## src/rtl/lvt_wr_ctrl_if.sv

```systemverilog
// Request side of the LVT write controller: eight valid/ready requesters.
// Pure wiring bundle; no storage, no latency.
// Backpressure: requester holds valid/addr/data until it samples ready high.
interface lvt_wr_ctrl_if #(
  parameter int BLOCKSIZE = 10,
  parameter int DW        = 32
);
  logic [7:0]                   req_valid;
  logic [8*(BLOCKSIZE+1)-1:0]   req_addr;
  logic [8*DW-1:0]              req_data;
  logic [7:0]                   req_ready;

  modport master (output req_valid, output req_addr, output req_data, input req_ready);
  modport slave  (input req_valid, input req_addr, input req_data, output req_ready);
endinterface

```

## src/rtl/lvt_wr_ctrl.sv

```systemverilog
// Write-side controller for an 8R8W LVT RAM: arbitrates 8 requesters and runs clear sweeps.
// Latency: accepted request appears on its write port 1 cycle later (registered outputs).
// Backpressure: ready is low during sweeps, on clr_start, and for same-address losers (lower index wins).
module lvt_wr_ctrl #(
  parameter int            BLOCKSIZE = 10,
  parameter int            DW        = 32,
  parameter logic [DW-1:0] INIT_VAL  = '0
) (
  input  logic               clk,
  input  logic               rst,
  lvt_wr_ctrl_if.slave       req,
  input  logic               clr_start,
  output logic [BLOCKSIZE:0] w_addr_1, w_addr_2, w_addr_3, w_addr_4,
  output logic [BLOCKSIZE:0] w_addr_5, w_addr_6, w_addr_7, w_addr_8,
  output logic [DW-1:0]      w_din_1, w_din_2, w_din_3, w_din_4,
  output logic [DW-1:0]      w_din_5, w_din_6, w_din_7, w_din_8,
  output logic               w_enb_1, w_enb_2, w_enb_3, w_enb_4,
  output logic               w_enb_5, w_enb_6, w_enb_7, w_enb_8,
  output logic               busy,
  output logic               init_done
);
  localparam int AW = BLOCKSIZE + 1;
  localparam int PW = BLOCKSIZE - 2;

  typedef enum logic {SWEEP = 1'b0, RUN = 1'b1} state_t;

  state_t          state, state_nxt;
  logic [PW-1:0]   ptr;
  logic            ptr_last;
  logic [AW-1:0]   addr_s [8];
  logic [DW-1:0]   data_s [8];
  logic [7:0]      ready;
  logic            conflict;
  logic [AW-1:0]   wa [8];
  logic [DW-1:0]   wd [8];
  logic [7:0]      we;

  assign ptr_last = &ptr;

  for (genvar g = 0; g < 8; g++) begin : g_slice
    assign addr_s[g] = req.req_addr[g*AW +: AW];
    assign data_s[g] = req.req_data[g*DW +: DW];
  end

  // State register: reset always lands in SWEEP so the RAM is cleared before use.
  always_ff @(posedge clk) begin
    if (!rst) state <= SWEEP;
    else      state <= state_nxt;
  end

  // Next state: a sweep ends on the all-ones pointer; clr_start only counts in RUN.
  always_comb begin
    state_nxt = state;
    case (state)
      SWEEP:   if (ptr_last)  state_nxt = RUN;
      RUN:     if (clr_start) state_nxt = SWEEP;
      default: state_nxt = SWEEP;
    endcase
  end

  // Outputs from state: busy, and per-requester ready with lowest-index-wins on address clashes.
  always_comb begin
    busy     = !rst || (state == SWEEP);
    ready    = '0;
    conflict = 1'b0;
    if (rst && state == RUN && !clr_start) begin
      for (int k = 0; k < 8; k++) begin
        conflict = 1'b0;
        for (int j = 0; j < k; j++) begin
          if (req.req_valid[j] && addr_s[j] == addr_s[k]) conflict = 1'b1;
        end
        ready[k] = req.req_valid[k] && !conflict;
      end
    end
  end

  assign req.req_ready = ready;

  // Sweep pointer, init flag and registered write ports; addr/data hold when a port is idle.
  always_ff @(posedge clk) begin
    if (!rst) begin
      ptr       <= '0;
      init_done <= 1'b0;
      we        <= '0;
      for (int k = 0; k < 8; k++) begin
        wa[k] <= '0;
        wd[k] <= '0;
      end
    end else if (state == SWEEP) begin
      ptr <= ptr + PW'(1);
      if (ptr_last) init_done <= 1'b1;
      we  <= 8'hFF;
      for (int k = 0; k < 8; k++) begin
        wa[k] <= {ptr, 3'(k)};
        wd[k] <= INIT_VAL;
      end
    end else begin
      ptr <= '0;
      we  <= ready;
      for (int k = 0; k < 8; k++) begin
        if (ready[k]) begin
          wa[k] <= addr_s[k];
          wd[k] <= data_s[k];
        end
      end
    end
  end

  assign w_addr_1 = wa[0];  assign w_din_1 = wd[0];  assign w_enb_1 = we[0];
  assign w_addr_2 = wa[1];  assign w_din_2 = wd[1];  assign w_enb_2 = we[1];
  assign w_addr_3 = wa[2];  assign w_din_3 = wd[2];  assign w_enb_3 = we[2];
  assign w_addr_4 = wa[3];  assign w_din_4 = wd[3];  assign w_enb_4 = we[3];
  assign w_addr_5 = wa[4];  assign w_din_5 = wd[4];  assign w_enb_5 = we[4];
  assign w_addr_6 = wa[5];  assign w_din_6 = wd[5];  assign w_enb_6 = we[5];
  assign w_addr_7 = wa[6];  assign w_din_7 = wd[6];  assign w_enb_7 = we[6];
  assign w_addr_8 = wa[7];  assign w_din_8 = wd[7];  assign w_enb_8 = we[7];
endmodule

```

## src/flat_wrapper.sv

```systemverilog
// flat-port wrapper written by rule: the top's interface ports become plain ports
module lvt_wr_ctrl_flat 
#(
  parameter int            BLOCKSIZE = 10,
  parameter int            DW        = 32,
  parameter logic [DW-1:0] INIT_VAL  = '0
)
  (clk, rst, clr_start, w_addr_1, w_addr_2, w_addr_3, w_addr_4, w_addr_5, w_addr_6, w_addr_7, w_addr_8, w_din_1, w_din_2, w_din_3, w_din_4, w_din_5, w_din_6, w_din_7, w_din_8, w_enb_1, w_enb_2, w_enb_3, w_enb_4, w_enb_5, w_enb_6, w_enb_7, w_enb_8, busy, init_done, req_req_valid, req_req_addr, req_req_data, req_req_ready);
  lvt_wr_ctrl_if #(.BLOCKSIZE(BLOCKSIZE), .DW(DW)) req_i ();
  input  logic clk;
  input  logic rst;
  input  logic clr_start;
  output logic [BLOCKSIZE:0] w_addr_1;
  output logic [BLOCKSIZE:0] w_addr_2;
  output logic [BLOCKSIZE:0] w_addr_3;
  output logic [BLOCKSIZE:0] w_addr_4;
  output logic [BLOCKSIZE:0] w_addr_5;
  output logic [BLOCKSIZE:0] w_addr_6;
  output logic [BLOCKSIZE:0] w_addr_7;
  output logic [BLOCKSIZE:0] w_addr_8;
  output logic [DW-1:0] w_din_1;
  output logic [DW-1:0] w_din_2;
  output logic [DW-1:0] w_din_3;
  output logic [DW-1:0] w_din_4;
  output logic [DW-1:0] w_din_5;
  output logic [DW-1:0] w_din_6;
  output logic [DW-1:0] w_din_7;
  output logic [DW-1:0] w_din_8;
  output logic w_enb_1;
  output logic w_enb_2;
  output logic w_enb_3;
  output logic w_enb_4;
  output logic w_enb_5;
  output logic w_enb_6;
  output logic w_enb_7;
  output logic w_enb_8;
  output logic busy;
  output logic init_done;
  input wire logic [$bits(req_i.req_valid)-1:0] req_req_valid;
  input wire logic [$bits(req_i.req_addr)-1:0] req_req_addr;
  input wire logic [$bits(req_i.req_data)-1:0] req_req_data;
  output wire logic [$bits(req_i.req_ready)-1:0] req_req_ready;
  assign req_i.req_valid = req_req_valid;
  assign req_i.req_addr = req_req_addr;
  assign req_i.req_data = req_req_data;
  assign req_req_ready = req_i.req_ready;
  lvt_wr_ctrl #(.BLOCKSIZE(BLOCKSIZE), .DW(DW), .INIT_VAL(INIT_VAL)) u_core (.clk(clk), .rst(rst), .req(req_i), .clr_start(clr_start), .w_addr_1(w_addr_1), .w_addr_2(w_addr_2), .w_addr_3(w_addr_3), .w_addr_4(w_addr_4), .w_addr_5(w_addr_5), .w_addr_6(w_addr_6), .w_addr_7(w_addr_7), .w_addr_8(w_addr_8), .w_din_1(w_din_1), .w_din_2(w_din_2), .w_din_3(w_din_3), .w_din_4(w_din_4), .w_din_5(w_din_5), .w_din_6(w_din_6), .w_din_7(w_din_7), .w_din_8(w_din_8), .w_enb_1(w_enb_1), .w_enb_2(w_enb_2), .w_enb_3(w_enb_3), .w_enb_4(w_enb_4), .w_enb_5(w_enb_5), .w_enb_6(w_enb_6), .w_enb_7(w_enb_7), .w_enb_8(w_enb_8), .busy(busy), .init_done(init_done));
endmodule
```

## config.mk

```make
export PLATFORM = sky130hd
export DESIGN_NAME = lvt_wr_ctrl_flat
export DESIGN_NICKNAME = d
export VERILOG_FILES = /design/src/rtl/lvt_wr_ctrl_if.sv /design/src/rtl/lvt_wr_ctrl.sv /design/src/flat_wrapper.sv
export SDC_FILE = /design/constraint.sdc
export NUM_CORES = 1
export LEC_CHECK = 0
export ABC_CLOCK_PERIOD_IN_PS = 4400
export CAP_MARGIN = 20
export CORE_AREA = 2 2 281 283
export DETAILED_ROUTE_END_ITERATION = 7
export DIE_AREA = 0 0 283 285
export PLACE_DENSITY = 0.51
export SLEW_MARGIN = 10
export SYNTH_ARGS = -nofsm -noshare
export SYNTH_HDL_FRONTEND = slang
export SYNTH_SLANG_ARGS = --single-unit
```

## constraint.sdc

```tcl
create_clock -name clk -period 4.4 [get_ports clk]
set_clock_uncertainty 0.15 [all_clocks]
set_input_delay 0.44 -clock clk [delete_from_list [all_inputs] [get_ports clk]]
set_output_delay 0.44 -clock clk [all_outputs]
set_load 0.02 [all_outputs]
```

* After elaboration in Yosys (flattened, before gate mapping)
Memory sizes are Yosys's and may differ from the RTL's. Cells that the tools add are included.
Storage, ports and cells: register bits after elaboration 18, memory bits (writable) 344, input bits 355, output and inout bits 362, word-level logic and storage cells 227, memories 2
Memory list:
- u_core.wd | words 8, width 32, read ports 8, clocked after memory_dff 0, write ports 8, RTL line lvt_wr_ctrl.sv:35 | logic [DW-1:0] wd [8];
- u_core.wa | words 8, width 11, read ports 8, clocked after memory_dff 0, write ports 8, RTL line lvt_wr_ctrl.sv:34 | logic [AW-1:0] wa [8];
Cells by class: $add $sub $neg 1, eq/ne operators 28, muxes and demuxes 108, bitwise operators 34, reductions and logical operators 50
Operators by type and width (number):
- $mux 32 | 16
- $eq 11x11->1 | 28
- $mux 11 | 16
- $mux 1 | 73
- $logic_and 1x1->1 | 37
- $or 1x1->1 | 32
- $mux 8 | 2
- $logic_not 1->1 | 9
- $reduce_and 9->1 | 1
- $add 8x1->8 const B | 1
- $reduce_and 8->1 | 1
- $not 1->1 | 2
- $pmux 1 s2 | 1
- $reduce_or 2->1 | 1
- $logic_or 1x1->1 | 1

* Depth between registers and ports, before layout
word-level depth 18, gate-level depth with buffers 8, gate-level depth less buffers 7

* Worst setup path after synthesis
No wires, ideal clock.
kind input to register, start in req_req_addr[49], end mem u_core.wa[1][33] (netlist name), enable pin, library setup time 0.660 ns, arrival 2.557 ns, data required time 3.590 ns, slack 1.033 ns, stages on the path 8, path buffers 2, cell sequence buf_2 > xnor2_1 > nand4_1 > o311ai_0 > nor3_1 > nand2_1 > buf_4 > nand3_1
RTL lines:
- from (decl) | RTL line flat_wrapper.sv:40 | input wire logic [$bits(req_i.req_addr)-1:0] req_req_addr;
- to (decl) | RTL line lvt_wr_ctrl.sv:34

* Final worst setup path
start reg u_core.state, end out req_req_ready[2]
Between the ends: cells in the longest elaborated chain, start to end 3
Ends and longest elaborated chain:
- from (decl) | RTL line lvt_wr_ctrl.sv:27 | state_t state, state_nxt;
- from (signal assigned) | RTL line lvt_wr_ctrl.sv:48 | else state <= state_nxt;
- $logic_and 1x1->1 (2 in series) | RTL line lvt_wr_ctrl.sv:66 | if (rst && state == RUN && !clr_start) begin
- $mux 8 | RTL line lvt_wr_ctrl.sv:66
- to (decl) | RTL line flat_wrapper.sv:42 | output wire logic [$bits(req_i.req_ready)-1:0] req_req_ready;
No other way between the ends.

==> results_dict.tcl <==
set metrics [dict create \
    synthXorXnorAreaFrac_pct 15.5 \
    critPathLaunchType "flop" \
    worst_pin_slew_ns 1.07 \
    insertion_delay_ns 0.57 \
    worstPathMaxFanout 8 \
    hold_path_class "in -> reg" \
    yosys_warnings 0 \
    synth_area_leader_cell "edfxtp_1" \
    p_per_area_nw_per_um2 295 \
    cp_common_cell "buf_4" \
    cp.required_ns 3.81 \
    vias 14400 \
    synthAdderAreaFrac_pct 0.0709 \
    critPathKind "reg -> out" \
    setup_violations 0 \
    drv_slew 0 \
    die_x_um 283 \
    yosys-top-cells-area "edfxtp_1 (53%), xnor2_1 (15%), and2_1 (7.4%)" \
    syn_inst 1462 \
    root_buffer "clkbuf_16" \
    slew_headroom_pct 28.6 \
    synthMuxAreaShare_pct 1.34 \
    path_cells "nand2_2 -> nor2_4 -> buf_4 -> o311ai_0 -> buf_4 -> nor2_2 -> clkdlybuf4s50_1" \
    gp_congestion 0.945 \
    grt_pass1_wl_um 114000 \
    synth.avg_cell_area_um2 12.1 \
    period_minus_slack_ns 4.06 \
    wl_um 81800 \
    drv_cap 0 \
    clkSlewWorstSetupHoldPaths_ns 0.06 \
    portBuffers 716 \
    clock_path_buffers 3 \
    stdcell_area_um2 27600 \
    end_kind "output pin" \
    numCtsBuffers 44 \
    cts_resized 0 \
    fin_setup_tns_ns 0 \
    ys_seq_elements 362 \
    dieArea_um2 80700 \
    power.leakage_uw 0.0103 \
    fin_nets 2561 \
    synth_flop_cell "edfxtp_1" \
    fill_cells 7715 \
    pin_count 717 \
    dr.pass1.iters 5 \
    yosys.area.top_type_share_pct 52.5 \
    crit_path_max_incr_delay_ns 0.75 \
    grt_pass1_vias 14800 \
    drt_iter0_markers 818 \
    async_flop_share_pct 0 \
    ant_nets 0 \
    core_area_um2 78000 \
    vdd_drop_max_uv 272 \
    ys_types 41 \
    crit_slowest_cell "dfxtp_1" \
    hold_ws_ns 0.267 \
    crit_family "buffers and inverters" \
    grt_usage_pct 19.6 \
    worstPathArrival_ns 3.47 \
    power_uw 8140 \
    start_util_pct 22.6 \
    h-tree-depth 2 \
    cp_num_buf_inv 3 \
    grt_start_max_net_pins 55 \
    die_h_um 285 \
    synth_top_family_by_area "simple AND/OR/NAND/NOR gates" \
    route.detailed.drc 0 \
    gr-total-overflow 0 \
    synth_compound_area_share_pct 2.00 \
    outcome "complete, no violations" \
    ys_seq_area_share_pct 58.6 \
    syn_nets 1818 \
    placed_cell_area_um2 26300 \
    timing.fmax_mhz 246 \
    hold_viol 0 \
    synth_edf_count 309 \
    cts_tree "yes" \
    drive_gt1_share_pct 10.0 \
    postCtsSetupBuffers 0 \
    syn_area_um2 17700 \
    wl_per_cell_um 24.8 \
    synthSimpleGateAreaFrac_pct 17.6 \
    holdBufCountCts 0 \
    rsz0062_at_grt "no" \
    area_growth_syn_to_layout_pct 56.4 \
    vias_per_cell 4.37 \
    antenna_found_initial 18 \
    cts.sinks 362 \
    rows 103 \
    period_share_pct 92.3 \
    dp.final_hpwl_um 62700 \
]
==> final timing paths <==
path | start | endpoint | slack [ns] | depth (start not counted)
min | req_req_data[15] | u_core.wd[0][15] | 0.27 | 3
min reg2reg | u_core.wd[0][19] | u_core.wd[0][19] | 0.32 | 2
max | u_core.state | req_req_ready[2] | 0.34 | 7
max reg2reg | u_core.state | u_core.wd[1][0] | 0.81 | 7
==> layout by cell type, fill, tap and decap left out, types with 4 or more instances in the layout <==
cell type / n
and3_1: 32
nor4_4: 4
clkbuf_1: 8
xor2_1: 14
clkbuf_16: 44
o311ai_0: 4
or2_2: 6
mux2_2: 17
buf_4: 122
clkinv_1: 10
nor3_1: 22
diode_2: 6
edfxtp_1: 309
clkinv_2: 11
nand3_1: 39
nor2_1: 9
a22o_1: 8
and2_1: 210
inv_6: 4
dfxtp_1: 53
clkdlybuf4s50_1: 715
xnor2_1: 299
nand4_1: 82
a21oi_1: 36
mux2_1: 4
nand2_1: 140
nand2b_1: 5
==> report_power, final <==
part,switching (µW),internal [µW]
Combinational,475,565
Sequential,10.9,3700
Clock,1490,1900
Total,1970,6170
==> registers in the layout, summed over array words and instances, names as in the netlist <==
register	flops
u_core.init_done	1
u_core.ptr	8
u_core.state	1
u_core.wa	88
u_core.wd	256
u_core.we	8
==> worst reg2reg max path, stage by stage, from the launching register on <==
cell	delay [ns]
dfxtp_1	0.75
nand2_2	0.17
nor2_4	0.18
buf_4	0.25
o311ai_0	0.22
buf_4	0.22
nor4_4	0.35
or2_2	0.91
==> final cells by class <==
type	instances	area, µm²	area share (%)
antenna	6	15.0	0.0544
sequential	362	10300	37.4
tap	1050	1310	4.76
multi-input combinational	954	6500	23.5
timing repair buffer	840	8120	29.4
inverter	3	11.3	0.0408
clock buffer	52	1130	4.10
clock inverter	28	185	0.671
==> metal layers <==
| layer | vias to the layer above | track usage (%) | wire length, µm |
|---|---|---|---|
| met2 | 613 | 34.4 | 41000 |
| met5 | - | 0 | 145 |
| met1 | 7141 | 23.1 | 32100 |
| met3 | 153 | 5.18 | 5720 |
| li1 | 6484 | - | - |
| met4 | 22 | 6.76 | 2780 |
==> cells by family (layout without fill, tap and decap cells) <==
group | count (synthesis) | count (layout)
buf+inv | 146 | 923
compound gates | 57 | 57
other cells | 0 | 6
simple gates | 562 | 562
mux | 21 | 21
flops | 362 | 362
xor+xnor | 313 | 313
fa+ha+maj | 1 | 1
==> per-stage QoR <==
step / worst slack (ns) / util, % / instances
floorplan: 1.03 / - / 1462
global placement: 0.396 / 33.7 / 3208
detailed placement: 0.383 / 33.7 / 3208
CTS: 0.238 / 35.4 / 3288
global route: 0.197 / 35.4 / 3291
finish: 0.338 / 35.4 / 3295
==> synth_stat cells, types with 6 or more instances <==
| library cell | instances |
|---|---|
| nand2b_1 | 6 |
| buf_4 | 78 |
| xnor2_1 | 299 |
| nand3_1 | 40 |
| a21oi_1 | 36 |
| a22o_1 | 8 |
| nand4_1 | 82 |
| buf_2 | 13 |
| and2_1 | 210 |
| mux2_2 | 17 |
| dfxtp_1 | 53 |
| nor2_1 | 11 |
| xor2_1 | 14 |
| or2_2 | 6 |
| clkbuf_1 | 49 |
| nor3_1 | 23 |
| edfxtp_1 | 309 |
| and3_1 | 32 |
| nand2_1 | 140 |
No activity file was read; power rests on OpenSTA's default activity.
